## src/rtl/debug_controller_pkg.sv

```systemverilog
// Shared types for the debug controller.
//   reg_transport : {addr, value} bundle used for register-file write ports.
//   debug_types   : command opcodes, controller states, command/response
//                   structs and the wait-counter width.
package reg_transport;
  typedef struct packed {
    logic [4:0]  addr;
    logic [31:0] value;
  } reg_transport_t;
endpackage

package debug_types;
  typedef enum logic [2:0] {
    STATUS = 3'd0,
    HALT   = 3'd1,
    RESUME = 3'd2,
    RDREG  = 3'd3,
    WRREG  = 3'd4,
    EXEC   = 3'd5,
    INIT   = 3'd6,
    STEP   = 3'd7
  } dbg_op_t;

  typedef enum logic [2:0] {
    RUN       = 3'd0,
    DRAIN     = 3'd1,
    HALTED    = 3'd2,
    READ      = 3'd3,
    EXEC_WAIT = 3'd4,
    RESP      = 3'd5
  } dbg_state_t;

  typedef struct packed {
    dbg_op_t     op;
    logic [4:0]  addr;
    logic [31:0] data;
  } dbg_cmd_t;

  typedef struct packed {
    logic [31:0] data;
    logic        err;
  } dbg_rsp_t;

  // Wide enough for any sensible drain / exec wait.
  localparam int DBG_CNT_W = 16;
endpackage

```

## src/rtl/dbg_wait_counter.sv

```systemverilog
// Down-counter shared by the DRAIN and EXEC_WAIT states.
//   iClk, nRst : clock, async active-low reset
//   i_start    : reload the count with i_load (the wait length in cycles)
//   i_load     : wait length, must be >= 1 when used
//   o_done     : high in the last cycle of the wait (count reached 1)
// The count saturates at 0 so an idle counter never wraps.
module dbg_wait_counter #(
  parameter int W = 16
) (
  input  logic         iClk,
  input  logic         nRst,
  input  logic         i_start,
  input  logic [W-1:0] i_load,
  output logic         o_done
);
  logic [W-1:0] r_cnt;

  always_ff @(posedge iClk or negedge nRst) begin
    if (!nRst)                r_cnt <= '0;
    else if (i_start)         r_cnt <= i_load;
    else if (r_cnt != '0)     r_cnt <= r_cnt - W'(1);
  end

  assign o_done = (r_cnt <= W'(1));
endmodule

```

## src/rtl/debug_controller.sv

```systemverilog
// Host-side master of the processor debug port.
// Takes commands over a valid/ready channel, drives halt / exec / init /
// register-write strobes into the core, reads registers through the debug
// read port and returns exactly one response per command.
//   iClk, nRst        : clock, async active-low reset
//   iCmd_*            : command channel {op, addr, data}
//   oRsp_*, iRsp_ready: response channel {data, err}
//   oDBG_*            : halt level, exec/init/regWrite strobes, ins, rd
//   oRs_addr/iRs_value: debug register read port
// Build option: define DBG_STEP_EN to enable the single-step op (STEP);
// without it STEP is answered with an error and halt is never released.
module debug_controller
  import debug_types::*;
  import reg_transport::*;
#(
  parameter int DRAIN_CYCLES = 5,
  parameter int EXEC_CYCLES  = 5
) (
  input  logic           iClk,
  input  logic           nRst,
  input  logic           iCmd_valid,
  output logic           oCmd_ready,
  input  logic [2:0]     iCmd_op,
  input  logic [4:0]     iCmd_addr,
  input  logic [31:0]    iCmd_data,
  output logic           oRsp_valid,
  input  logic           iRsp_ready,
  output logic [31:0]    oRsp_data,
  output logic           oRsp_err,
  output logic           oDBG_halt,
  output logic           oDBG_exec,
  output logic           oDBG_req_init,
  output logic           oDBG_regWrite,
  output logic [31:0]    oDBG_ins,
  output reg_transport_t oDBG_rd,
  output logic [4:0]     oRs_addr,
  input  logic [31:0]    iRs_value
);
  // EXEC waits one extra cycle for the strobe itself; STEP likewise spends
  // its first cycle with halt released before draining.
  localparam logic [DBG_CNT_W-1:0] L_DRAIN = DBG_CNT_W'(DRAIN_CYCLES);
  localparam logic [DBG_CNT_W-1:0] L_EXEC  = DBG_CNT_W'(EXEC_CYCLES + 1);
`ifdef DBG_STEP_EN
  localparam logic [DBG_CNT_W-1:0] L_STEP  = DBG_CNT_W'(DRAIN_CYCLES + 1);
`endif

  dbg_state_t     r_state;
  dbg_op_t        r_op;
  dbg_rsp_t       r_rsp;
  reg_transport_t r_rd;
  logic           r_halted;   // state to return to after RESP
  logic           r_halt;
  logic           r_exec;
  logic           r_init;
  logic           r_regwr;
  logic [31:0]    r_ins;
  logic [4:0]     r_rs_addr;

  dbg_cmd_t             w_cmd;
  logic                 w_cmd_ready;
  logic                 w_start;
  logic [DBG_CNT_W-1:0] w_load;
  logic                 w_done;

  assign w_cmd = '{op: dbg_op_t'(iCmd_op), addr: iCmd_addr, data: iCmd_data};
  assign w_cmd_ready = (r_state == RUN) || (r_state == HALTED);

  // Counter is loaded on the accepting edge so the first wait cycle is cycle 1.
  always_comb begin
    w_start = 1'b0;
    w_load  = L_DRAIN;
    if (iCmd_valid && w_cmd_ready) begin
      case (w_cmd.op)
        HALT: w_start = !r_halted;
        EXEC: begin
          w_start = r_halted;
          w_load  = L_EXEC;
        end
`ifdef DBG_STEP_EN
        STEP: begin
          w_start = r_halted;
          w_load  = L_STEP;
        end
`endif
        default: w_start = 1'b0;
      endcase
    end
  end

  dbg_wait_counter #(.W(DBG_CNT_W)) u_wait (
    .iClk    (iClk),
    .nRst    (nRst),
    .i_start (w_start),
    .i_load  (w_load),
    .o_done  (w_done)
  );

  always_ff @(posedge iClk or negedge nRst) begin
    if (!nRst) begin
      r_state   <= RUN;
      r_op      <= STATUS;
      r_rsp     <= '0;
      r_rd      <= '0;
      r_halted  <= 1'b0;
      r_halt    <= 1'b0;
      r_exec    <= 1'b0;
      r_init    <= 1'b0;
      r_regwr   <= 1'b0;
      r_ins     <= '0;
      r_rs_addr <= '0;
    end else begin
      // strobes and their payloads live for exactly one cycle
      r_exec  <= 1'b0;
      r_init  <= 1'b0;
      r_regwr <= 1'b0;
      r_ins   <= '0;
      r_rd    <= '0;
      case (r_state)
        RUN, HALTED: begin
          if (iCmd_valid) begin
            r_op    <= w_cmd.op;
            r_rsp   <= '0;
            r_state <= RESP;
            case (w_cmd.op)
              STATUS: r_rsp.data <= {31'b0, r_halted};
              HALT: begin
                r_halt   <= 1'b1;
                r_halted <= 1'b1;
                if (!r_halted && DRAIN_CYCLES != 0) r_state <= DRAIN;
              end
              RESUME: begin
                r_halt   <= 1'b0;
                r_halted <= 1'b0;
              end
              RDREG: begin
                if (r_halted) begin
                  r_rs_addr <= w_cmd.addr;
                  r_state   <= READ;
                end else r_rsp.err <= 1'b1;
              end
              WRREG: begin
                // x0 is forwarded as-is; the register file drops it
                if (r_halted) begin
                  r_regwr <= 1'b1;
                  r_rd    <= '{addr: w_cmd.addr, value: w_cmd.data};
                  r_state <= READ;
                end else r_rsp.err <= 1'b1;
              end
              EXEC: begin
                if (r_halted) begin
                  r_exec  <= 1'b1;
                  r_ins   <= w_cmd.data;
                  r_state <= EXEC_WAIT;
                end else r_rsp.err <= 1'b1;
              end
              INIT: r_init <= 1'b1;
`ifdef DBG_STEP_EN
              STEP: begin
                // release halt for one cycle; DRAIN re-asserts it
                if (r_halted) begin
                  r_halt  <= 1'b0;
                  r_state <= DRAIN;
                end else r_rsp.err <= 1'b1;
              end
`endif
              default: r_rsp.err <= 1'b1;
            endcase
          end
        end
        // One-cycle access slot: read data is captured here, a write has
        // already been strobed.
        READ: begin
          if (r_op == RDREG) r_rsp.data <= iRs_value;
          r_state <= RESP;
        end
        DRAIN: begin
          r_halt <= 1'b1;
          if (w_done) r_state <= RESP;
        end
        EXEC_WAIT: begin
          if (w_done) r_state <= RESP;
        end
        RESP: begin
          if (iRsp_ready) r_state <= r_halted ? HALTED : RUN;
        end
        default: r_state <= RUN;
      endcase
    end
  end

  assign oCmd_ready    = w_cmd_ready;
  assign oRsp_valid    = (r_state == RESP);
  assign oRsp_data     = r_rsp.data;
  assign oRsp_err      = r_rsp.err;
  assign oDBG_halt     = r_halt;
  assign oDBG_exec     = r_exec;
  assign oDBG_req_init = r_init;
  assign oDBG_regWrite = r_regwr;
  assign oDBG_ins      = r_ins;
  assign oDBG_rd       = r_rd;
  assign oRs_addr      = r_rs_addr;
endmodule

```

## config.mk

```make
export PLATFORM = sky130hd
export DESIGN_NAME = debug_controller
export DESIGN_NICKNAME = d
export VERILOG_FILES = /design/src/rtl/debug_controller_pkg.sv /design/src/rtl/dbg_wait_counter.sv /design/src/rtl/debug_controller.sv
export SDC_FILE = /design/constraint.sdc
export NUM_CORES = 1
export LEC_CHECK = 0
export CAP_MARGIN = 10
export CORE_MARGIN = 1.5
export CORE_UTILIZATION = 45
export DETAILED_ROUTE_END_ITERATION = 10
export GPL_ROUTABILITY_DRIVEN = 1
export PLACE_DENSITY = 0.86
export REMOVE_ABC_BUFFERS = 1
export SYNTH_ARGS = -nofsm -noshare
export SYNTH_HDL_FRONTEND = slang
export SYNTH_SLANG_ARGS = --single-unit
```

## constraint.sdc

```tcl
create_clock -name iClk -period 2.85 [get_ports iClk]
set_clock_uncertainty 0.05 [all_clocks]
set_input_delay 0.285 -clock iClk [delete_from_list [all_inputs] [get_ports iClk]]
set_output_delay 0.285 -clock iClk [all_outputs]
set_load 0.01 [all_outputs]
```

### Yosys cells after proc, flatten, opt, wreduce, memory -nomap -nowiden

Index checks and enable logic that the tools add are counted.

* add/sub/neg operators: 1
* order comparisons: 1
* eq/ne operators: 17
* muxes and demuxes: 42
* reduce and logical (&&, ||, !) cells: 21

Operators by type and width (number)
* 2-to-1 mux 32 bit: 5
* 2-to-1 mux 37 bit: 4
* one-hot mux 32 bit (2 select lines): 1
* 2-to-1 mux 16 bit: 3
* 2-to-1 mux 33 bit: 1
* <= comparator 16 x 1 -> 1 bit, second input constant: 1
* nonzero test 16 bit: 1
* subtractor 16 x 1 -> 16 bit, second input constant: 1
* equality test 3 x 2 -> 1 bit, second input constant: 5
* equality test 3 bit, second input constant: 5
* 2-to-1 mux 1 bit: 15
* 2-to-1 mux 3 bit: 5
* one-hot mux 3 bit (4 select lines): 1
* AND reduction 3 bit: 4
* one-hot mux 3 bit (3 select lines): 1
* one-hot mux 1 bit (2 select lines): 4
* nonzero test 2 bit: 4
* equality test 3 x 1 -> 1 bit, second input constant: 2
* logical NOT 3 bit: 2
* OR reduction 2 bit: 3
* 2-to-1 mux 2 bit: 2
* inequality test 2 x 1 -> 1 bit, second input constant: 2
* inequality test 2 bit, second input constant: 2
* AND reduction 4 bit: 1
* other kinds (7): 7

* flip-flop bits (word level): 134
* bits of input ports: 76
* output and inout port bits: 113
* logic and storage cells: 96

### Longest topological paths before layout

Gate-level depths: netlist (run 1).

* depth after elaboration: 5
* gate-level depth with buffers: 7
* mapped depth without buffers: 6

### By module

A second synthesis (run 1) with hierarchy kept.

* cells, all modules: 501
* area, all modules: 5490.3 sq um

By module, submodules not included
* debug_controller: times used 1, cells an instance 382, area each 4425.5 sq um, seq. area each 2952.8 sq um
* dbg_wait_counter: times used 1, cells an instance 119, area each 1064.8 sq um, seq. area each 400.4 sq um

### Worst setup path after synthesis (run 1)

No wires, ideal clock.

* path kind: register -> register
* start point: register u_wait.r_cnt[0]
* end point: register u_wait.r_cnt[1]
* arrival time: 2.025 ns
* setup slack: 0.691 ns
* stages on the path, launching flop included: 7
* path buffers: 0
* period minus slack after synthesis: 2.159 ns
* cells stage by stage: dfrtp_1 inv_1 ha_1 or4b_2 nor4_1 mux2_2 o22ai_1

* cells in the longest elaborated chain, start to end: 3
* elaborated cells on any way between the ends: 5
* those cells by class: add/sub (1); mux (2); reduce/logical (2)

RTL lines
* start: declaration: line dbg_wait_counter.sv:16 `logic [W-1:0] r_cnt;`
* start signal: assignment: line dbg_wait_counter.sv:20 `else if (i_start) r_cnt <= i_load;`
* start signal: assignment: line dbg_wait_counter.sv:21 `else if (r_cnt != '0) r_cnt <= r_cnt - W'(1);`
* subtractor 16 x 1 -> 16 bit: line dbg_wait_counter.sv:21
* 2-to-1 mux 16 bit: line dbg_wait_counter.sv:21
* 2-to-1 mux 16 bit: line dbg_wait_counter.sv:20

Several ways; a longest one is shown, not always the timed one. The select of a mux whose other input is x is not followed.
A chain may end at the register's enable or synchronous reset.

### Final worst setup path (run 1)

Ends and elaborated chain as after synthesis.

==> implementation parameters, run 1 <==
Parameter                              Value

Logic synthesis
  Count of different cell masters after synthesis    45
  Yosys reg bits    134
  Main flop type after synthesis    sky130_fd_sc_hd__dfrtp_1
  Ranking of synthesized cells by area    sky130_fd_sc_hd__dfrtp_1 (63%), sky130_fd_sc_hd__and2_1 (8.3%), sky130_fd_sc_hd__nand2_1 (5.5%)
  Mapped Area    0.00528 mm²
  Top cells by instance count after synthesis    sky130_fd_sc_hd__dfrtp_1 (134), sky130_fd_sc_hd__nand2_1 (78), sky130_fd_sc_hd__and2_1 (70)
  Synth Warn #    0
  FFs w/ async S/R, synth    100%
  Mapped Cells    480
  Area leader, netlist    sky130_fd_sc_hd__dfrtp_1
  Avg Inst Size Synth    11.0 µm²
  Most used standard cell by instance count after synthesis    sky130_fd_sc_hd__dfrtp_1
  Share of Yosys cell area claimed by the top area cell type    63.5%
  Sequential fraction of the synthesis area    63.5%
  Count of flip-flops with a built-in enable after synthesis    0

Cells and area
  Share of layout cells above drive strength 1    9.31%
  Area growth from synthesis to final layout    49.1%
  Total number of nets in the final design    747
  Cell Count, Final, Fillers Out    821
  Core occupancy in the finished layout    69.0%

Floorplan
  Area of the core region    0.0114 mm²
  Width of the die    111 µm
  Die ar.    0.0124 mm²
  Initial core utilization    46.3%
  I/O pin total    189
  Core Rows    39
  Die H    111 µm

Power and ir drop
  Highest ir drop seen on vdd    466 µV
  Power density relative to cell area    754 mW/mm²
  Reported leakage power    3.46 nW

Critical path
  Type of element launching the critical path    register
  CP arrival    2680 ps
  Endpoint class of the critical path    register
  Largest fanout of any net on the critical path    5
  Crit Path Class    register to register
  Worst Path Required    3140 ps
  R2R Setup Slk    450 ps

Run status
  Result of the run    completed

GRT
  Pin count of the biggest net entering global routing    58
  Wire length of the first global-routing pass    22800 µm
  Number of antenna violations at the first check in global routing    0
  Sum of overflow across all layers after global routing    0
  Number of global-route vias before repair    4487
  GRT Util Overall    23.8%

Detailed routing
  Number of vias after detailed routing    4288
  Number of detailed-routing iterations run before antenna repair    4
  Iteration-0 DRC Markers    210
  Residual antenna-violating net count after detailed routing    0
  Routed Wire Length    14100 µm
  Remaining DRCs    0
  Via density per instance    5.22
  Wire per inst    17.2 µm

CTS
  Maximum level of the CTS H-tree    4
  Latest clock arrival within the worst-skew pair    420 ps
  Max clock buf depth    2
  CTS Sinks    134
  Clock tree from TritonCTS    yes
  Quantity of gates resized following cts    0
  Inserted Clock Buffers    17
  Reg clk slew, reported paths    60 ps
  Master cell of the clock root buffer    sky130_fd_sc_hd__clkbuf_16

STA
  Maximum clock rate    418 MHz
  Worst hold margin    330 ps
  Unrepaired setup endpoints after global routing    no
  Final Hold Viols    0
  Worst Max-Slew Pin Slew    739 ps
  Post-route setup TNS    0 ps
  Setup violation total in the final timing report    0
  Min Clock Period, post-route    2400 ps
  Ratio of final minimum period to clock period    84.0%
  Remaining max-slew budget at the tightest pin    50.3%
  Post-layout worst setup margin    455 ps
  Fin. max-slew vios    0

Hold path
  Worst Hold Class    primary input to async pin

Place
  Count of buffers inserted at the top-level ports    188
  Half-perimeter wire length of the detailed placement result    9660 µm
  GP Congestion    0.834
  Worst setup timing slack at the placement stage    452 ps
  Cell Count Post-Placement    791

Flow run
  Count of maximum capacitance violations    0
==> worst max-delay path, cell delays in order, from the launching register on <==
cell and delay, ps:
sky130_fd_sc_hd__dfrtp_1 400, sky130_fd_sc_hd__inv_1 130, sky130_fd_sc_hd__ha_1 250, sky130_fd_sc_hd__or4b_2 610
sky130_fd_sc_hd__nor4_1 380, sky130_fd_sc_hd__mux2_2 390, sky130_fd_sc_hd__o22ai_1 110
==> flip-flops by register name (all words and copies together), names as in the netlist, 3 cells and up <==
signal and count:
oDBG_rd 37, oDBG_ins 32, oRsp_data 32, u_wait.r_cnt 16, oRs_addr 5, r_op 3
r_state 3
==> cells in the final DEF, fill, tap and decap left out, types with 10 or more instances in the layout <==
cell type	Yosys	layout
sky130_fd_sc_hd__clkdlybuf4s50_1	0	187
sky130_fd_sc_hd__a21oi_1	15	15
sky130_fd_sc_hd__clkbuf_16	0	17
sky130_fd_sc_hd__nor2_1	13	12
sky130_fd_sc_hd__o21ai_0	39	39
sky130_fd_sc_hd__dfrtp_1	134	134
sky130_fd_sc_hd__nand2_1	78	78
sky130_fd_sc_hd__and2_1	70	70
sky130_fd_sc_hd__buf_4	0	10
sky130_fd_sc_hd__mux2_2	10	10
==> power breakdown <==
part / switching (mW) / internal, mW / leakage [nW]
Sequential: 0.282 / 2.21 / 1.81
Combinational: 0.706 / 0.741 / 1.38
Clock: 0.742 / 1.26 / 0.270
Total: 1.73 / 4.21 / 3.46
==> layer usage <==
metal	GRT usage (%)	up-vias	part of all wire, %	wire [µm]
li1	-	1986	-	-
met1	26.6	2113	37	5200
met2	39.8	145	52	7320
met3	9.04	44	7.4	1040
met4	12.3	0	3.8	536
met5	0	-	0	0
==> per-stage QoR <==
step	total power, mW	instance area, µm²
floorplan	3.17	5170
global placement	3.84	7330
detailed placement	3.92	7330
CTS	5.96	7870
global route	6.23	7870
finish	5.94	7880
==> repair_timing <==
item                      4_1_cts  5_1_grt
setup buffers                   0        0
hold buffers                    1        0
hold endpoints to repair       38        0
==> logic make-up after synthesis <==
| kind of cell | after synthesis | share of synthesized area (%) |
|---|---|---|
| AOI/OAI and AO/OA | 73 | 8.01 |
| xor gates and xnor gates | 3 | 0.497 |
| adders and majority gates | 3 | 0.711 |
| buffers and inverters | 38 | 2.75 |
| DFF | 134 | 63.5 |
| muxes | 12 | 2.51 |
| and+or+nand+nor | 217 | 22.1 |
==> area by class of cell <==
cell class | instances | area (µm²)
clock inverter | 5 | 50.0
tap | 143 | 179
multi-input combinational | 308 | 1800
antenna | 1 | 2.50
sequential | 134 | 3350
fill | 807 | 3540
clock buffer | 23 | 488
timing repair buffer | 199 | 1980
inverter | 8 | 30.0
==> worst paths after layout <==
path                                 start               to  depth (start not counted)
max in group asynchronous             nRst     oDBG_ins[29]                          3
setup reg to reg           u_wait.r_cnt[0]  u_wait.r_cnt[1]                          6
hold reg to reg                    r_op[0]          r_op[0]                          2
min in group iClk             iRs_value[1]     oRsp_data[1]                          3
setup / recovery           u_wait.r_cnt[0]  u_wait.r_cnt[1]                          6
hold / removal                        nRst    oRsp_data[25]                          2
Power figures use the tool's default switching activity.
==> run 2: changes to the inputs <==
- CORE_UTILIZATION: 45 -> 40
- PLACE_DENSITY: 0.86 -> 0.82
- clock period: 2.85 -> 2.1 ns (I/O delays scaled with it)
==> run 2 against run 1 <==
Compared with the run above:
- maximum frequency rose by 15%
- sequential share of layout area down 2.0 points
- power increased by 45%
- count of clock-buffer cells in the layout is 4 lower
==> implementation parameters, run 2 (synthesis results as in run 1) <==
Parameter                              Value

CTS
  Maximum level of the CTS H-tree    4
  Clock tree from TritonCTS    yes
  Inserted Clock Buffers    17
  Max clock buf depth    2
  Master cell of the clock root buffer    sky130_fd_sc_hd__clkbuf_16
  CTS Sinks    134
  Reg clk slew, reported paths    60 ps
  Latest clock arrival within the worst-skew pair    410 ps

STA
  Setup violation total in the final timing report    0
  Min Clock Period, post-route    2090 ps
  Worst Max-Slew Pin Slew    671 ps
  Final Hold Viols    0
  Ratio of final minimum period to clock period    99.5%
  Fin. max-slew vios    0
  Maximum clock rate    479 MHz
  Remaining max-slew budget at the tightest pin    54.9%

Detailed routing
  Iteration-0 DRC Markers    267
  Number of detailed-routing iterations run before antenna repair    7
  Wire per inst    16.7 µm
  Remaining DRCs    0
  Residual antenna-violating net count after detailed routing    0
  Via density per instance    5.03
  Number of vias after detailed routing    4417
  Routed Wire Length    14700 µm

Critical path
  Endpoint class of the critical path    register
  Endpoint of the most critical register-to-register path    u_wait.r_cnt[1]
  R2R Setup Slk    10 ps
  CP arrival    2360 ps
  Launch instance of the worst register-to-register path    u_wait.r_cnt[0]
  Length in cells of the worst reg-to-reg path    7
  Type of element launching the critical path    register
  Crit Path Class    register to register
  Largest fanout of any net on the critical path    2
  CP Capture Point    u_wait.r_cnt[1]
  Worst setup path start    u_wait.r_cnt[0]
  Worst Path Required    2370 ps

GRT
  Sum of overflow across all layers after global routing    0
  Wire length of the first global-routing pass    23100 µm
  Pin count of the biggest net entering global routing    63
  Number of global-route vias before repair    4566
  GRT Util Overall    21.2%
  Number of antenna violations at the first check in global routing    0

Cells and area
  Largest register FFs    37
  Number of diodes    0
  Share of layout cells above drive strength 1    15.0%
  Cell Count, Final, Fillers Out    879
  Total number of nets in the final design    774
  Commonest cells after routing, fill and taps aside    sky130_fd_sc_hd__clkdlybuf4s50_1 (187), sky130_fd_sc_hd__dfrtp_1 (132), sky130_fd_sc_hd__nand2_1 (78)
  Core occupancy in the finished layout    64.8%
  Area growth from synthesis to final layout    56.6%
  Most frequent standard cell in the layout excluding fill and tap cells    sky130_fd_sc_hd__clkdlybuf4s50_1

Place
  Count of buffers inserted at the top-level ports    188
  Half-perimeter wire length of the detailed placement result    10200 µm
  Cell Count Post-Placement    845
  GP Congestion    0.873

Power and ir drop
  Highest ir drop seen on vdd    563 µV
  Reported leakage power    3.63 nW
  Power density relative to cell area    1040 mW/mm²

Floorplan
  I/O pin total    189
  Area of the core region    0.0128 mm²
  Initial core utilization    41.4%
  Core Rows    41
  Die H    118 µm
  Width of the die    118 µm
  Die ar.    0.0139 mm²

Flow run
  Count of maximum capacitance violations    0

Hold path
  Worst Hold Class    primary input to async pin

Run status
  Result of the run    completed
[run 2: cell count changes in the layout (fill, tap and decap cells not counted), moves of 3 or more]
cell,previous run,this run
sky130_fd_sc_hd__or4_4,1,4
sky130_fd_sc_hd__buf_4,10,32
sky130_fd_sc_hd__clkbuf_8,4,0
sky130_fd_sc_hd__clkinv_4,0,3
sky130_fd_sc_hd__buf_12,1,5
sky130_fd_sc_hd__or4_1,6,3
sky130_fd_sc_hd__clkinvlp_4,0,4
[run 2: how the worst min path moves through the flow]
stage | startpoint | end | slack [ps]
2_1_floorplan | nRst | oDBG_exec | -140
3_3_place_gp | nRst | oDBG_ins[11] | 160
3_5_place_dp | nRst | oDBG_rd[17] | 170
4_1_cts | iRs_value[21] | oRsp_data[21] | 290
5_1_grt | iRs_value[24] | oRsp_data[24] | 310
6_report | nRst | oDBG_rd[36] | 290
[run 2: timing repair]
| action | in CTS | in global routing |
|---|---|---|
| gates resized for setup | 4 | 11 |
| endpoints found under the hold margin | 55 | 0 |
| setup buffers | 0 | 2 |
| endpoints found under the setup margin | 2 | 9 |
| hold buffers | 1 | 0 |
| pin swaps | 0 | 3 |
[run 2: per-layer routing]
| metal | track usage [%] | part of all wire (%) |
|---|---|---|
| met1 | 23.4 | 37 |
| met2 | 36.5 | 52 |
| met3 | 7.07 | 7.9 |
| met4 | 10.4 | 2.9 |
| met5 | 0 | 0 |
[run 2: critical path, cell delays in order (launching register included)]
cell	delay [ps]
sky130_fd_sc_hd__dfrtp_1	390
sky130_fd_sc_hd__inv_2	70
sky130_fd_sc_hd__ha_1	150
sky130_fd_sc_hd__or4b_4	480
sky130_fd_sc_hd__nor4_4	280
sky130_fd_sc_hd__buf_4	170
sky130_fd_sc_hd__mux2_2	320
sky130_fd_sc_hd__o22ai_1	100
[run 2: power by group]
group | internal [mW] | total [mW] | switching [mW]
Sequential | 3.00 | 3.35 | 0.353
Combinational | 1.22 | 2.33 | 1.10
Clock | 1.86 | 2.95 | 1.10
Total | 6.08 | 8.63 | 2.55
[run 2: final cells by class]
type	count	area [µm²]
fillers	916	4500
flip-flops and latches	134	3360
repair buffers	226	2230
multi-input cells	308	1850
clock buffers	19	433
well taps	172	215
clock inverters	12	156
inverters	8	30.0
[run 2: per-stage QoR]
| stage | TNS [ps] | total power, mW | setup WS [ps] | hold WS (ps) | cell area (µm²) |
|---|---|---|---|---|---|
| floorplan | -93960 | 4.31 | -1960 | -136 | 5170 |
| global placement | 0 | 5.41 | 36.5 | 165 | 7600 |
| detailed placement | 0 | 5.53 | 7.45 | 169 | 7600 |
| CTS | 0 | 8.54 | 6.48 | 294 | 8220 |
| global route | -43.2 | 9.05 | -43.2 | 315 | 8270 |
| finish | 0 | 8.63 | 11.0 | 292 | 8270 |
==> run 3: changes to the inputs <==
- CORE_UTILIZATION: 40 -> 41
- SYNTH_HIERARCHICAL: default -> 1
==> run 3 against run 2 <==
Compared with the run above:
- area after synthesis rose by 3.9%
- count of clock-buffer cells in the layout did not move
- final cell count rose by 3.6%
- sequential share of layout area fell by 0.83 points
- largest power group unchanged
- register-to-register slack improved by 60 ps
- via count rose by 0.93%
- worst hold slack improved by 4.8 ps
- global-route usage fell by 1.3 points
- wire length fell by 7.5%
- highest routed layer unchanged
- non-clock buffer count fell by 4
- maximum frequency rose by 2.9%
- power barely moved
==> implementation parameters, run 3 <==
Parameter                              Value

Power and ir drop
  Reported leakage power    3.89 nW
  Overall Power    8.63 mW
  Power density relative to cell area    1020 mW/mm²
  Highest ir drop seen on vdd    598 µV

Cells and area
  Area growth from synthesis to final layout    53.8%
  Cell Count, Final, Fillers Out    911
  Share of layout cells above drive strength 1    12.0%
  Number of diodes    0
  Fill cells    976
  Most frequent standard cell in the layout excluding fill and tap cells    sky130_fd_sc_hd__clkdlybuf4s50_1
  Commonest cells after routing, fill and taps aside    sky130_fd_sc_hd__clkdlybuf4s50_1 (185), sky130_fd_sc_hd__dfrtp_1 (133), sky130_fd_sc_hd__nand2_1 (85)
  Largest register FFs    37
  Core occupancy in the finished layout    64.3%
  Total number of nets in the final design    800

Logic synthesis
  Synth Warn #    6
  Top cells by instance count after synthesis    sky130_fd_sc_hd__dfrtp_1 (134), sky130_fd_sc_hd__nand2_1 (85), sky130_fd_sc_hd__and2_1 (40)
  Ranking of synthesized cells by area    sky130_fd_sc_hd__dfrtp_1 (61%), sky130_fd_sc_hd__nand2_1 (5.8%), sky130_fd_sc_hd__and2_1 (4.6%)
  Count of different cell masters after synthesis    57
  Area leader, netlist    sky130_fd_sc_hd__dfrtp_1
  Yosys reg bits    134
  Main flop type after synthesis    sky130_fd_sc_hd__dfrtp_1
  Most used standard cell by instance count after synthesis    sky130_fd_sc_hd__dfrtp_1
  Count of flip-flops with a built-in enable after synthesis    0
  Sequential fraction of the synthesis area    61.1%
  Share of Yosys cell area claimed by the top area cell type    61.1%
  FFs w/ async S/R, synth    100%
  Avg Inst Size Synth    11.0 µm²
  Mapped Area    0.00549 mm²
  Mapped Cells    501

CTS
  Clock tree from TritonCTS    yes
  Latest clock arrival within the worst-skew pair    410 ps
  Max clock buf depth    2
  Count of buffers added by post-CTS timing repair for setup    0
  Inserted Clock Buffers    17
  CTS Sinks    134
  Maximum level of the CTS H-tree    4
  Reg clk slew, reported paths    60 ps
  Master cell of the clock root buffer    sky130_fd_sc_hd__clkbuf_16

GRT
  Pin count of the biggest net entering global routing    78
  Number of global-route vias before repair    4514
  Wire length of the first global-routing pass    22100 µm
  Number of antenna violations at the first check in global routing    0
  GRT Util Overall    19.9%
  Sum of overflow across all layers after global routing    0

STA
  Final Hold Viols    0
  Post-layout worst setup margin    70.6 ps
  Min Clock Period, post-route    2030 ps
  Setup violation total in the final timing report    0
  Fin. max-slew vios    0
  Maximum clock rate    493 MHz
  Ratio of final minimum period to clock period    96.6%
  Post-route setup TNS    0 ps

Detailed routing
  Iteration-0 DRC Markers    277
  Wire per inst    14.9 µm
  Residual antenna-violating net count after detailed routing    0
  Number of vias after detailed routing    4458
  Remaining DRCs    0
  Routed Wire Length    13600 µm
  Number of detailed-routing iterations run before antenna repair    4
  Via density per instance    4.89

Critical path
  CP arrival    2280 ps
  Number of buffer and inverter instances along the worst setup path    0
  Type of element launching the critical path    register
  Cell Chain, Critical Path    or4_1 > nor4_1 > xor2_1 > o211a_1
  Crit Path Class    register to register
  Crit path max-delay family    simple AND/OR/NAND/NOR gates
  Worst Path Required    2350 ps
  CP max stage cell    sky130_fd_sc_hd__or4_1
  Largest fanout of any net on the critical path    7
  Endpoint class of the critical path    register
  Crit path largest cell delay    690 ps

Flow run
  Count of maximum capacitance violations    0

Place
  Count of buffers inserted at the top-level ports    188
  Worst setup timing slack at the placement stage    40.0 ps
  GP Congestion    0.853
  Half-perimeter wire length of the detailed placement result    9560 µm
  Cell Count Post-Placement    878

Floorplan
  Core Rows    42
  Die H    119 µm
  Width of the die    119 µm
  I/O pin total    189
  Area of the core region    0.0131 mm²
  Initial core utilization    41.8%
  Die ar.    0.0141 mm²

Hold path
  Worst Hold Class    primary input to async pin

Run status
  Result of the run    completed
==> run 3: cell types whose count changed after synthesis, sizes merged, moves of 4 or more <==
cell,change
o211a,+6
a21oi,-4
and2,-30
nand2,+7
and3,+31
or4,-5
nor4b,+4
clkbuf,-9
nand2b,+4
xor2,+4
buf,+11
==> run 3: area by class of cell <==
cell class	count	area [µm²]	share of cell area [%]
clock buffers	19	443	5.25
clock inverters	13	149	1.76
inverters	8	30.0	0.356
multi-input cells	339	2050	24.3
flip-flops and latches	134	3350	39.7
well taps	176	220	2.61
repair buffers	222	2200	26.0
==> run 3: logic make-up after synthesis <==
family          share of synthesized area (%)
flops                                    61.1
fa+ha+maj                               0.456
xor+xnor                                 1.28
simple gates                             23.0
mux                                      2.35
other cells                             0.137
buf+inv                                  3.51
compound gates                           8.18
==> run 3: worst reg2reg max path, delay by kind of cell (launching register included) <==
kind / cells / cell delay (ps)
AOI/OAI and AO/OA: 1 / 230
DFF: 1 / 440
xor gates and xnor gates: 1 / 130
and+or+nand+nor: 2 / 1070
==> run 3: routing by layer <==
layer  track usage (%)  vias up  part of all wire, %
met5                 0        -                    0
met2              33.2      164                   50
li1                  -     2126                    -
met4              9.04        0                  2.1
met3              5.12       24                  6.0
met1              24.3     2144                   42
==> run 3: through the flow <==
step / hold WS (ps) / instance area, µm²
after floorplan: -136 / 5370
after global placement: 193 / 7800
after detailed placement: 198 / 7800
after CTS: 283 / 8410
after global routing: 306 / 8440
final: 296 / 8440
==> run 3: worst paths after layout <==
check / from / to / slack (ps) / depth (start not counted)
setup / recovery: u_wait/r_cnt[4] / u_wait/r_cnt[13] / 70 / 4
hold / removal: nRst / oDBG_rd[31] / 300 / 3
setup reg to reg: u_wait/r_cnt[4] / u_wait/r_cnt[13] / 70 / 4
hold reg to reg: r_op[1] / r_op[1] / 440 / 2
max in group asynchronous: nRst / r_state[0] / 1330 / 3
min in group iClk: iRs_value[16] / oRsp_data[16] / 300 / 3
==> run 3: report_power, final <==
group | total, mW | leakage, nW | switching, mW | internal, mW
Clock | 2.94 | 0.286 | 1.14 | 1.79
Combinational | 2.27 | 1.79 | 1.06 | 1.21
Sequential | 3.43 | 1.81 | 0.420 | 3.01
Total | 8.63 | 3.89 | 2.62 | 6.01
==> run 3: what timing repair did <==
action                     4_1_cts  5_1_grt
hold buffers                     1        0
gates resized for setup          4        6
hold endpoints to repair       134        0
setup endpoints to repair        2       10
